`src/rtl/axi3_rd_slave_pkg.sv`:
```
// Shared AXI3 read-channel types: burst/response encodings, the R-beat record
// and the responder FSM states.
package axi3_rd_slave_pkg;

    localparam int AXI3_ID_W   = 4;
    localparam int AXI3_DATA_W = 32;

    typedef enum logic [1:0] {
        BURST_FIXED = 2'b00,
        BURST_INCR  = 2'b01,
        BURST_WRAP  = 2'b10,
        BURST_RSVD  = 2'b11
    } axi3_burst_t;

    typedef enum logic [1:0] {
        RESP_OKAY   = 2'b00,
        RESP_EXOKAY = 2'b01,
        RESP_SLVERR = 2'b10,
        RESP_DECERR = 2'b11
    } axi3_resp_t;

    typedef struct packed {
        logic [AXI3_ID_W-1:0]   id;
        logic [AXI3_DATA_W-1:0] data;
        axi3_resp_t             resp;
        logic                   last;
    } axi3_rd_beat_t;

    typedef enum logic {
        ST_IDLE,
        ST_BURST
    } rd_state_t;

    // A WRAP container must be a power-of-two number of beats (2, 4, 8 or 16).
    function automatic logic wrap_len_ok(input logic [3:0] len);
        return (len == 4'd1) || (len == 4'd3) || (len == 4'd7) || (len == 4'd15);
    endfunction

endpackage

```
`src/rtl/axi3_rd_skid_fifo.sv`:
```
// Two-entry FIFO of R beats that absorbs RAM data arriving while the initiator
// stalls. A push is accepted when full if a pop happens in the same cycle.
module axi3_rd_skid_fifo
    import axi3_rd_slave_pkg::*;
(
    input  logic          clk,
    input  logic          rst,
    input  logic          push_i,
    input  axi3_rd_beat_t push_beat_i,
    input  logic          pop_i,
    output axi3_rd_beat_t head_o,
    output logic [1:0]    count_o
);

    axi3_rd_beat_t mem_q [2];
    logic          wr_ptr_q;
    logic          rd_ptr_q;
    logic [1:0]    count_q;
    logic          do_push;
    logic          do_pop;

    assign do_pop  = pop_i && (count_q != 2'd0);
    assign do_push = push_i && ((count_q != 2'd2) || do_pop);

    always_ff @(posedge clk or negedge rst) begin
        if (!rst) begin
            wr_ptr_q <= 1'b0;
            rd_ptr_q <= 1'b0;
            count_q  <= 2'd0;
        end else begin
            if (do_push) wr_ptr_q <= ~wr_ptr_q;
            if (do_pop)  rd_ptr_q <= ~rd_ptr_q;
            case ({do_push, do_pop})
                2'b10:   count_q <= count_q + 2'd1;
                2'b01:   count_q <= count_q - 2'd1;
                default: count_q <= count_q;
            endcase
        end
    end

    // Storage is never observed while empty, so it carries no reset.
    always_ff @(posedge clk) begin
        if (do_push) mem_q[wr_ptr_q] <= push_beat_i;
    end

    assign head_o  = mem_q[rd_ptr_q];
    assign count_o = count_q;

endmodule

```
`src/rtl/axi3_rd_slave.sv`:
```
// AXI3 read responder: accepts one AR burst at a time and streams R beats read
// from a synchronous RAM, with a two-entry skid buffer for R back-pressure.
module axi3_rd_slave
    import axi3_rd_slave_pkg::*;
#(
    parameter int BUS_WIDTH  = AXI3_ID_W,
    parameter int DATA_WIDTH = AXI3_DATA_W,
    parameter int ADDR_WIDTH = 16
) (
    input  logic                  clk,
    input  logic                  rst,
    input  logic [BUS_WIDTH-1:0]  arid,
    input  logic [31:0]           araddr,
    input  logic [3:0]            arlen,
    input  logic [2:0]            arsize,
    input  logic [1:0]            arburst,
    input  logic                  arvalid,
    output logic                  arready,
    output logic [BUS_WIDTH-1:0]  rid,
    output logic [DATA_WIDTH-1:0] rdata,
    output logic [1:0]            rresp,
    output logic                  rlast,
    output logic                  rvalid,
    input  logic                  rready,
    output logic                  ram_en,
    output logic [ADDR_WIDTH-1:0] ram_addr,
    input  logic [DATA_WIDTH-1:0] ram_rddata
);

    localparam int BYTES = DATA_WIDTH / 8;
    localparam int LSB   = $clog2(BYTES);

    rd_state_t             state_q, state_d;
    logic                  arready_q, arready_d;
    logic [BUS_WIDTH-1:0]  id_q, id_d;
    logic [ADDR_WIDTH-1:0] addr_q, addr_d;
    logic [3:0]            len_q, len_d;
    axi3_burst_t           burst_q, burst_d;
    logic                  err_q, err_d;
    logic [4:0]            issue_cnt_q, issue_cnt_d;
    logic                  inflight_q;
    logic                  inflight_last_q;
    logic                  issue;
    logic                  r_fire;
    logic                  fifo_push;
    logic                  fifo_pop;
    logic [1:0]            fifo_count;
    axi3_rd_beat_t         in_beat;
    axi3_rd_beat_t         head_beat;
    axi3_rd_beat_t         out_beat;
    logic                  unused_addr_bits;

    assign unused_addr_bits = ^{araddr[31:ADDR_WIDTH+LSB], araddr[LSB-1:0]};

    // WRAP keeps the bits above the container fixed and lets the low bits roll over.
    function automatic logic [ADDR_WIDTH-1:0] next_addr(
        input logic [ADDR_WIDTH-1:0] a,
        input axi3_burst_t           b,
        input logic [3:0]            len
    );
        logic [ADDR_WIDTH-1:0] mask;
        logic [ADDR_WIDTH-1:0] inc;
        mask = ADDR_WIDTH'(len);
        inc  = a + ADDR_WIDTH'(1);
        case (b)
            BURST_INCR: return inc;
            BURST_WRAP: return (a & ~mask) | (inc & mask);
            default:    return a;
        endcase
    endfunction

    assign r_fire = rvalid && rready;

    always_comb begin
        state_d     = state_q;
        id_d        = id_q;
        addr_d      = addr_q;
        len_d       = len_q;
        burst_d     = burst_q;
        err_d       = err_q;
        issue_cnt_d = issue_cnt_q;
        issue       = 1'b0;
        case (state_q)
            ST_IDLE: begin
                if (arvalid && arready_q) begin
                    id_d        = arid;
                    addr_d      = araddr[ADDR_WIDTH+LSB-1:LSB];
                    len_d       = arlen;
                    burst_d     = axi3_burst_t'(arburst);
                    err_d       = (arsize != 3'(LSB)) ||
                                  (axi3_burst_t'(arburst) == BURST_RSVD) ||
                                  ((axi3_burst_t'(arburst) == BURST_WRAP) && !wrap_len_ok(arlen));
                    issue_cnt_d = 5'd0;
                    state_d     = ST_BURST;
                end
            end
            ST_BURST: begin
                // At most two beats may be held between skid storage and the RAM pipe.
                if ((issue_cnt_q <= {1'b0, len_q}) &&
                    (({1'b0, fifo_count} + {2'b00, inflight_q}) < 3'd2)) begin
                    issue       = 1'b1;
                    addr_d      = next_addr(addr_q, burst_q, len_q);
                    issue_cnt_d = issue_cnt_q + 5'd1;
                end
                if (r_fire && out_beat.last) state_d = ST_IDLE;
            end
            default: state_d = ST_IDLE;
        endcase
        arready_d = (state_d == ST_IDLE);
    end

    always_ff @(posedge clk or negedge rst) begin
        if (!rst) begin
            state_q         <= ST_IDLE;
            arready_q       <= 1'b0;
            issue_cnt_q     <= 5'd0;
            inflight_q      <= 1'b0;
            inflight_last_q <= 1'b0;
        end else begin
            state_q         <= state_d;
            arready_q       <= arready_d;
            issue_cnt_q     <= issue_cnt_d;
            inflight_q      <= issue;
            inflight_last_q <= issue && (issue_cnt_q[3:0] == len_q);
        end
    end

    always_ff @(posedge clk) begin
        id_q    <= id_d;
        addr_q  <= addr_d;
        len_q   <= len_d;
        burst_q <= burst_d;
        err_q   <= err_d;
    end

    assign ram_en   = issue;
    assign ram_addr = addr_q;

    always_comb begin
        in_beat      = '0;
        in_beat.id   = id_q;
        in_beat.data = err_q ? '0 : ram_rddata;
        in_beat.resp = err_q ? RESP_SLVERR : RESP_OKAY;
        in_beat.last = inflight_last_q;
    end

    // RAM data bypasses the skid buffer when it is empty; a stalled beat is parked there.
    assign fifo_push = inflight_q && ((fifo_count != 2'd0) || !rready);
    assign fifo_pop  = (fifo_count != 2'd0) && rready;

    axi3_rd_skid_fifo u_skid (
        .clk         (clk),
        .rst         (rst),
        .push_i      (fifo_push),
        .push_beat_i (in_beat),
        .pop_i       (fifo_pop),
        .head_o      (head_beat),
        .count_o     (fifo_count)
    );

    always_comb begin
        out_beat = '0;
        if (fifo_count != 2'd0) out_beat = head_beat;
        else if (inflight_q)    out_beat = in_beat;
    end

    assign rvalid  = (fifo_count != 2'd0) || inflight_q;
    assign rid     = out_beat.id;
    assign rdata   = out_beat.data;
    assign rresp   = out_beat.resp;
    assign rlast   = out_beat.last;
    assign arready = arready_q;

endmodule
```
`config.mk`:
```
export PLATFORM = sky130hd
export DESIGN_NAME = axi3_rd_slave
export DESIGN_NICKNAME = d
export VERILOG_FILES = /design/src/rtl/axi3_rd_slave_pkg.sv /design/src/rtl/axi3_rd_skid_fifo.sv /design/src/rtl/axi3_rd_slave.sv
export SDC_FILE = /design/constraint.sdc
export NUM_CORES = 1
export LEC_CHECK = 0
export BUFFER_PORTS_ARGS = -buffer_cell sky130_fd_sc_hd__buf_4
export CAP_MARGIN = 20
export CORE_ASPECT_RATIO = 0.8
export CORE_MARGIN = 4
export CORE_UTILIZATION = 25
export DETAILED_ROUTE_END_ITERATION = 7
export GPL_ROUTABILITY_DRIVEN = 0
export GPL_TIMING_DRIVEN = 0
export PLACE_DENSITY = 0.45
export SLEW_MARGIN = 10
export SYNTH_ARGS = -nofsm -noshare
export SYNTH_HDL_FRONTEND = slang
export SYNTH_SLANG_ARGS = --single-unit
```
`constraint.sdc`:
```
create_clock -name clk -period 4.3 [get_ports clk]
set_input_delay 0.215 -clock clk [delete_from_list [all_inputs] [get_ports clk]]
set_output_delay 0.215 -clock clk [all_outputs]
set_load 0.05 [all_outputs]
```
; ---- Word level (Yosys, flattened, before mapping)
; Memories as Yosys holds them, arrays and structs flattened.
; Cells that the tools add are included.
[totals]
ff_bits = 40
mem_bits_rw = 78
input_bits = 81
word_cells = 89
n_memories = 1
[mem_list]
columns = name, words, word_bits, rd, rd_clocked_by_memory_dff, wr, line_no
row1 = u_skid.mem_q, 2, 39, 1, 0, 1, axi3_rd_skid_fifo.sv:15  ; axi3_rd_beat_t mem_q [2];
[classes]
n_addsub = 5
n_lt_le_gt_ge = 2
n_eq_ne = 16
mux = 19
bitwise = 8
n_reduce_logical = 25
[op_table]
columns = op, count
row1 = 39-bit 2-to-1 mux, 2
row2 = 16-bit case mux with 2 select lines, 2
row3 = 16-bit 2-to-1 mux, 2
row4 = 32-bit 2-to-1 mux, 1
row5 = 16-bit by 1-bit adder with 16-bit output (second input constant), 1
row6 = 16-bit bitwise AND, 1
row7 = 16-bit by 4-bit bitwise AND with 16-bit output, 1
row8 = 4-bit NOT with 16-bit output, 1
row9 = 16-bit bitwise OR, 1
row10 = 1-bit logical AND, 10
row11 = 5-bit 2-to-1 mux, 2
row12 = 5-bit case mux with 2 select lines, 1
row13 = 2-bit == test (second input constant), 4
row14 = 1-bit logical OR, 8
row15 = 1-bit 2-to-1 mux, 6
row16 = 5-bit by 1-bit adder with 5-bit output (second input constant), 1
row17 = 5-bit by 4-bit <= comparator with 1-bit output, 1
row18 = 2-bit by 1-bit == test with 1-bit output (second input constant), 2
row19 = 4-bit by 1-bit == test with 1-bit output (second input constant), 1
row20 = 4-bit by 2-bit == test with 1-bit output (second input constant), 1
row21 = 4-bit by 3-bit == test with 1-bit output (second input constant), 1
row22 = 4-bit == test, 1
row23 = 4-bit == test (second input constant), 1
row24 = 2-bit != test (second input constant), 2
row25 = 15 further kinds, 21

; ---- Logic depth before layout (Yosys ltp)
[depth]
depth_word = 7
mapped_depth = 7
mapped_depth_nobuf = 7

; ---- Cells and area by module
; Synthesis repeated with hierarchy kept, for this count alone.
[unflattened]
cells_unflattened = 486
hier_area_um2 = 5753.0
[modules_own_cells]
columns = mod, n_inst, cells_each, area_per_inst_um2, seq_area_each_um2
row1 = axi3_rd_skid_fifo, 1, 143, 3016.6, 2442.3
row2 = axi3_rd_slave, 1, 343, 2736.4, 1036.0

; ---- Worst setup path before layout
; Ideal clock, no wire load.
[synth_timing]
path_kind = flip-flop to flip-flop
startpoint = register u_skid.count_q[1] (netlist: u_skid.count_o[1])
endpoint = memory u_skid.mem_q[0][0] (netlist bit), enable pin
arrival_time_ns = 2.373
t_required_ns = 3.867
setup_slack_ns = 1.494
path_stages_with_launch = 4
n_path_buf = 0
synth_period_minus_slack_ns = 2.806
path_cell_list = dfrtp_1 xnor2_1 o21ai_0 nor2_1
[synth_between]
elab_chain_cells = 7
elab_cells_between_ends = 10
cone_classes = 1 x eq/ne / 2 x mux / 7 x reduce/logical
[synth_rtl]
columns = element, line_no
row1 = "start, declared", axi3_rd_skid_fifo.sv:18  ; logic [1:0] count_q;
row2 = "start signal, assigned", axi3_rd_skid_fifo.sv:34  ; 2'b10: count_q <= count_q + 2'd1;
row3 = "start signal, assigned", axi3_rd_skid_fifo.sv:35  ; 2'b01: count_q <= count_q - 2'd1;
row4 = "start signal, assigned", axi3_rd_skid_fifo.sv:36  ; default: count_q <= count_q;
row5 = 2-bit nonzero test, "axi3_rd_skid_fifo.sv:22, axi3_rd_slave.sv:148, axi3_rd_slave.sv:149"
row6 = 1-bit logical AND, axi3_rd_slave.sv:149  ; assign fifo_pop = (fifo_count != 2'd0) && rready;
row7 = 1-bit logical AND, axi3_rd_skid_fifo.sv:22  ; assign do_pop = pop_i && (count_q != 2'd0);
row8 = 1-bit logical OR, axi3_rd_skid_fifo.sv:23  ; assign do_push = push_i && ((count_q != 2'd2) || do_pop);
row9 = 1-bit logical AND *, axi3_rd_skid_fifo.sv:23
row10 = 1-bit 2-to-1 mux *, axi3_rd_skid_fifo.sv:43  ; if (do_push) mem_q[wr_ptr_q] <= push_beat_i;
row11 = 1-bit 2-to-1 mux (not written as such) *, axi3_rd_skid_fifo.sv:43
row12 = "end, declared", axi3_rd_skid_fifo.sv:15
; Mark *: on every way between the ends. The rest lies on a longest branch, timed or not.

; ---- Worst setup path in the final report
[layout_timing]
startpoint = register u_skid.count_q[1] (netlist: u_skid.count_o[1])
endpoint = output port rdata[4]
[layout_between]
elab_chain_cells = 2
[layout_rtl]
columns = element, line_no
row1 = 2-bit nonzero test, axi3_rd_slave.sv:163  ; if (fifo_count != 2'd0) out_beat = head_beat;
row2 = 39-bit 2-to-1 mux, axi3_rd_slave.sv:163
row3 = "end, declared", axi3_rd_slave.sv:20  ; output logic [DATA_WIDTH-1:0] rdata,
; No other way between the ends.

==> flow_summary.ini <==
[power]
power.internal_uw = 3360
combPwrFrac_pct = 46.1
vdd_ir_drop_max_uv = 359
power_density_mw_per_mm2 = 790
clock_power_share_pct = 25.2
p_leak_uw = 0.00288
p_sw_uw = 2560
p_sw_share_pct = 43.2
seqPwrFrac_pct = 28.8

[sta]
max_freq_mhz = 363
whs_ns = 0.0926
min_period_ns = 2.75
clock_skew_ns = 0.00842
rsz0062_at_grt = false
final.setup.tns_ns = 0
slew_viol_final = 0
setup_viol = 0
post-route-period-util_pct = 64.0
slew_headroom_pct = 38.3
hold_viol = 0
layout_setup_ws_ns = 1.55
worst_pin_slew_ns = 0.916

[detailed_routing]
drtIter0Drc = 213
firstDrtPassIters = 5
viasPerCell = 4.57
antenna_left = 0
wirelength_um = 14800
wl_per_cell_um = 17.0
drc = 0
vias = 3993

[synth]
yosys.area_share.xor_xnor_pct = 3.06
synth_ff_type = edfxtp_1
synthAdderAreaFrac_pct = 1.61
synth.distinct_cells = 37
syn_nets = 520
muxShareOfSynthArea_pct = 7.76
synth-seq-cells = 116
synth_area_mm2 = 0.00545
synthCells = 432
seq_area_frac_synth_pct = 62.8
yosysWarnings = 0
synth.avg_cell_area_um2 = 12.6
async_flop_share_pct = 11.2
synth_top_family_by_area = simple AND/OR/NAND/NOR gates
synth-simple-area-share_pct = 13.0
synth_edf_count = 103
synth_compound_area_share_pct = 8.48

[clock_tree]
cts-buffers-inserted = 17
cts_sinks = 116
cts_root_buf = clkbuf_16
cts_max_level = 4
clock_latency_ns = 0.41
cts_tree = built
path_clk_slew_ns = 0.05
cts_buffer_depth = 2

[grt]
grt_use_met2_pct = 19.5
grt-ovfl-total = 0
antenna_found_initial = 0
use_met1_pct = 16.4
grt_max_degree = 23
use_met3_pct = 3.18
busiest_layer = met2
track_usage_pct = 12.2
first_global_vias = 4219
grt_pass1_wl_um = 23400

[layout]
syn_to_final_growth_pct = 37.6
layout_commonest_cell = buf_4
final_cell_mix = 124 x buf_4, 103 x edfxtp_1, 49 x nand3_1
drive_above_1_share_pct = 28.3
final_cells = 873
nets = 673
antennaDiodeCount = 0

[worst_setup_path]
r2r-end = ram_addr[8]
cp-start-kind = register
worstRegToRegCells = 5
worstReg2RegStart = issue_cnt_q[2]
cp.required_ns = 4.09
crit_arrival_ns = 2.54
crit_path_end_kind = output port
rrSetupSlack_ns = 1.91
path_max_fanout = 10
path_class = register to output port

[worst_hold_path]
hp-class = input port to register
hp-start = araddr[5]
hold_depth = 2

[floorplan]
start_util_pct = 25.3
chipWidth_um = 173
ioPinCount = 139
die_h_um = 140
rows = 48
die-area_mm2 = 0.0242
core_area_mm2 = 0.0215

[run]
cap_violations = 0

[status]
status = completed

[place]
dpl.hpwl_um = 10600
placed_cells = 830
dp_worst_setup_slack_ns = 1.87
io_buffers = 121
## power groups by stage
| stage | Sequential [µW] | Clock (µW) | Combinational [µW] |
|---|---|---|---|
| 2_1_floorplan | 1870 | 0 | 1700 |
| 3_3_place_gp | 1730 | 0 | 2700 |
| 3_5_place_dp | 1730 | 0 | 2740 |
| 4_1_cts | 1700 | 1530 | 2760 |
| 5_1_grt | 1730 | 1580 | 2910 |
| 6_report | 1700 | 1490 | 2730 |
## worst max path at each step
stage,from,endpoint,slack [ns],depth (start not counted)
final,u_skid.count_o[1],rdata[4],1.55,6
after global routing,u_skid.count_o[0],rdata[27],1.34,6
after CTS,u_skid.count_o[1],rdata[27],1.50,6
after detailed placement,issue_cnt_q[2],ram_addr[15],1.87,5
after global placement,u_skid.count_o[1],u_skid.mem_q[0][22],0.26,3
after floorplan,u_skid.count_o[1],u_skid.mem_q[0][0],1.49,3
## routing by layer
| metal | routed length (µm) | part of all wire, % |
|---|---|---|
| met5 | 0 | 0 |
| met4 | 199 | 1.3 |
| met3 | 627 | 4.2 |
| met2 | 6990 | 47 |
| met1 | 7030 | 47 |
## timing repair
| item | 4_1_cts | 5_1_grt |
|---|---|---|
| gates resized for setup | 0 | 0 |
| setup buffers | 0 | 0 |
| hold buffers | 11 | 0 |
| endpoints found under the hold margin | 23 | 0 |
## sequential cells by signal, indices dropped and copies added (netlist names), 2 cells and up, named ones only
register	cells
u_skid.mem_q	76
ram_addr	13
u_skid.count_o	2
id_q	4
issue_cnt_q	5
len_q	4
burst_q	2
## stage by stage
stage	utilization [%]	instance area, µm²	total power [µW]
3_5_place_dp	31.4	6760	4470
5_1_grt	34.9	7490	6220
4_1_cts	34.9	7490	6000
6_report	34.9	7490	5920
3_3_place_gp	31.2	6700	4430
2_1_floorplan	-	5450	3570
## cells in the mapped netlist (7+ instances only)
library cell	number	area [µm²]
edfxtp_1	103	3090
nand3_1	49	245
o21ai_0	42	210
mux2i_1	40	400
nor2b_1	35	219
nand2_1	15	56.3
xnor2_1	15	131
clkbuf_1	13	48.8
dfrtp_1	13	325
inv_1	13	48.8
a22o_1	10	87.6
nor2_1	10	37.5
buf_2	8	40.0
ha_1	7	87.6
nand4_1	7	43.8
## logic make-up after synthesis
kind of cell             Yosys count
multiplexers                      42
AND/OR/NAND/NOR                  131
XOR/XNOR                          19
flip-flops                       116
buffers and inverters             41
AO/OA/AOI/OAI                     75
other                              1
adder cells (fa/ha/maj)            7
## critical path, stage by stage (launching register included)
cell and delay (ns):
dfrtp_1 0.44, nor2_1 0.36, buf_2 0.33, buf_1 0.46
nand3_1 0.12, o21ai_0 0.15, buf_4 0.26
## final cells by class
class	count	area (µm²)
timing repair buffer	134	1060
clock buffer	20	447
tap	275	344
buffer	27	123
sequential	116	3420
inverter	14	52.6
fill	2122	14000
clock inverter	12	180
multi-input combinational	275	1870
No activity file was read; power rests on OpenSTA's default activity.
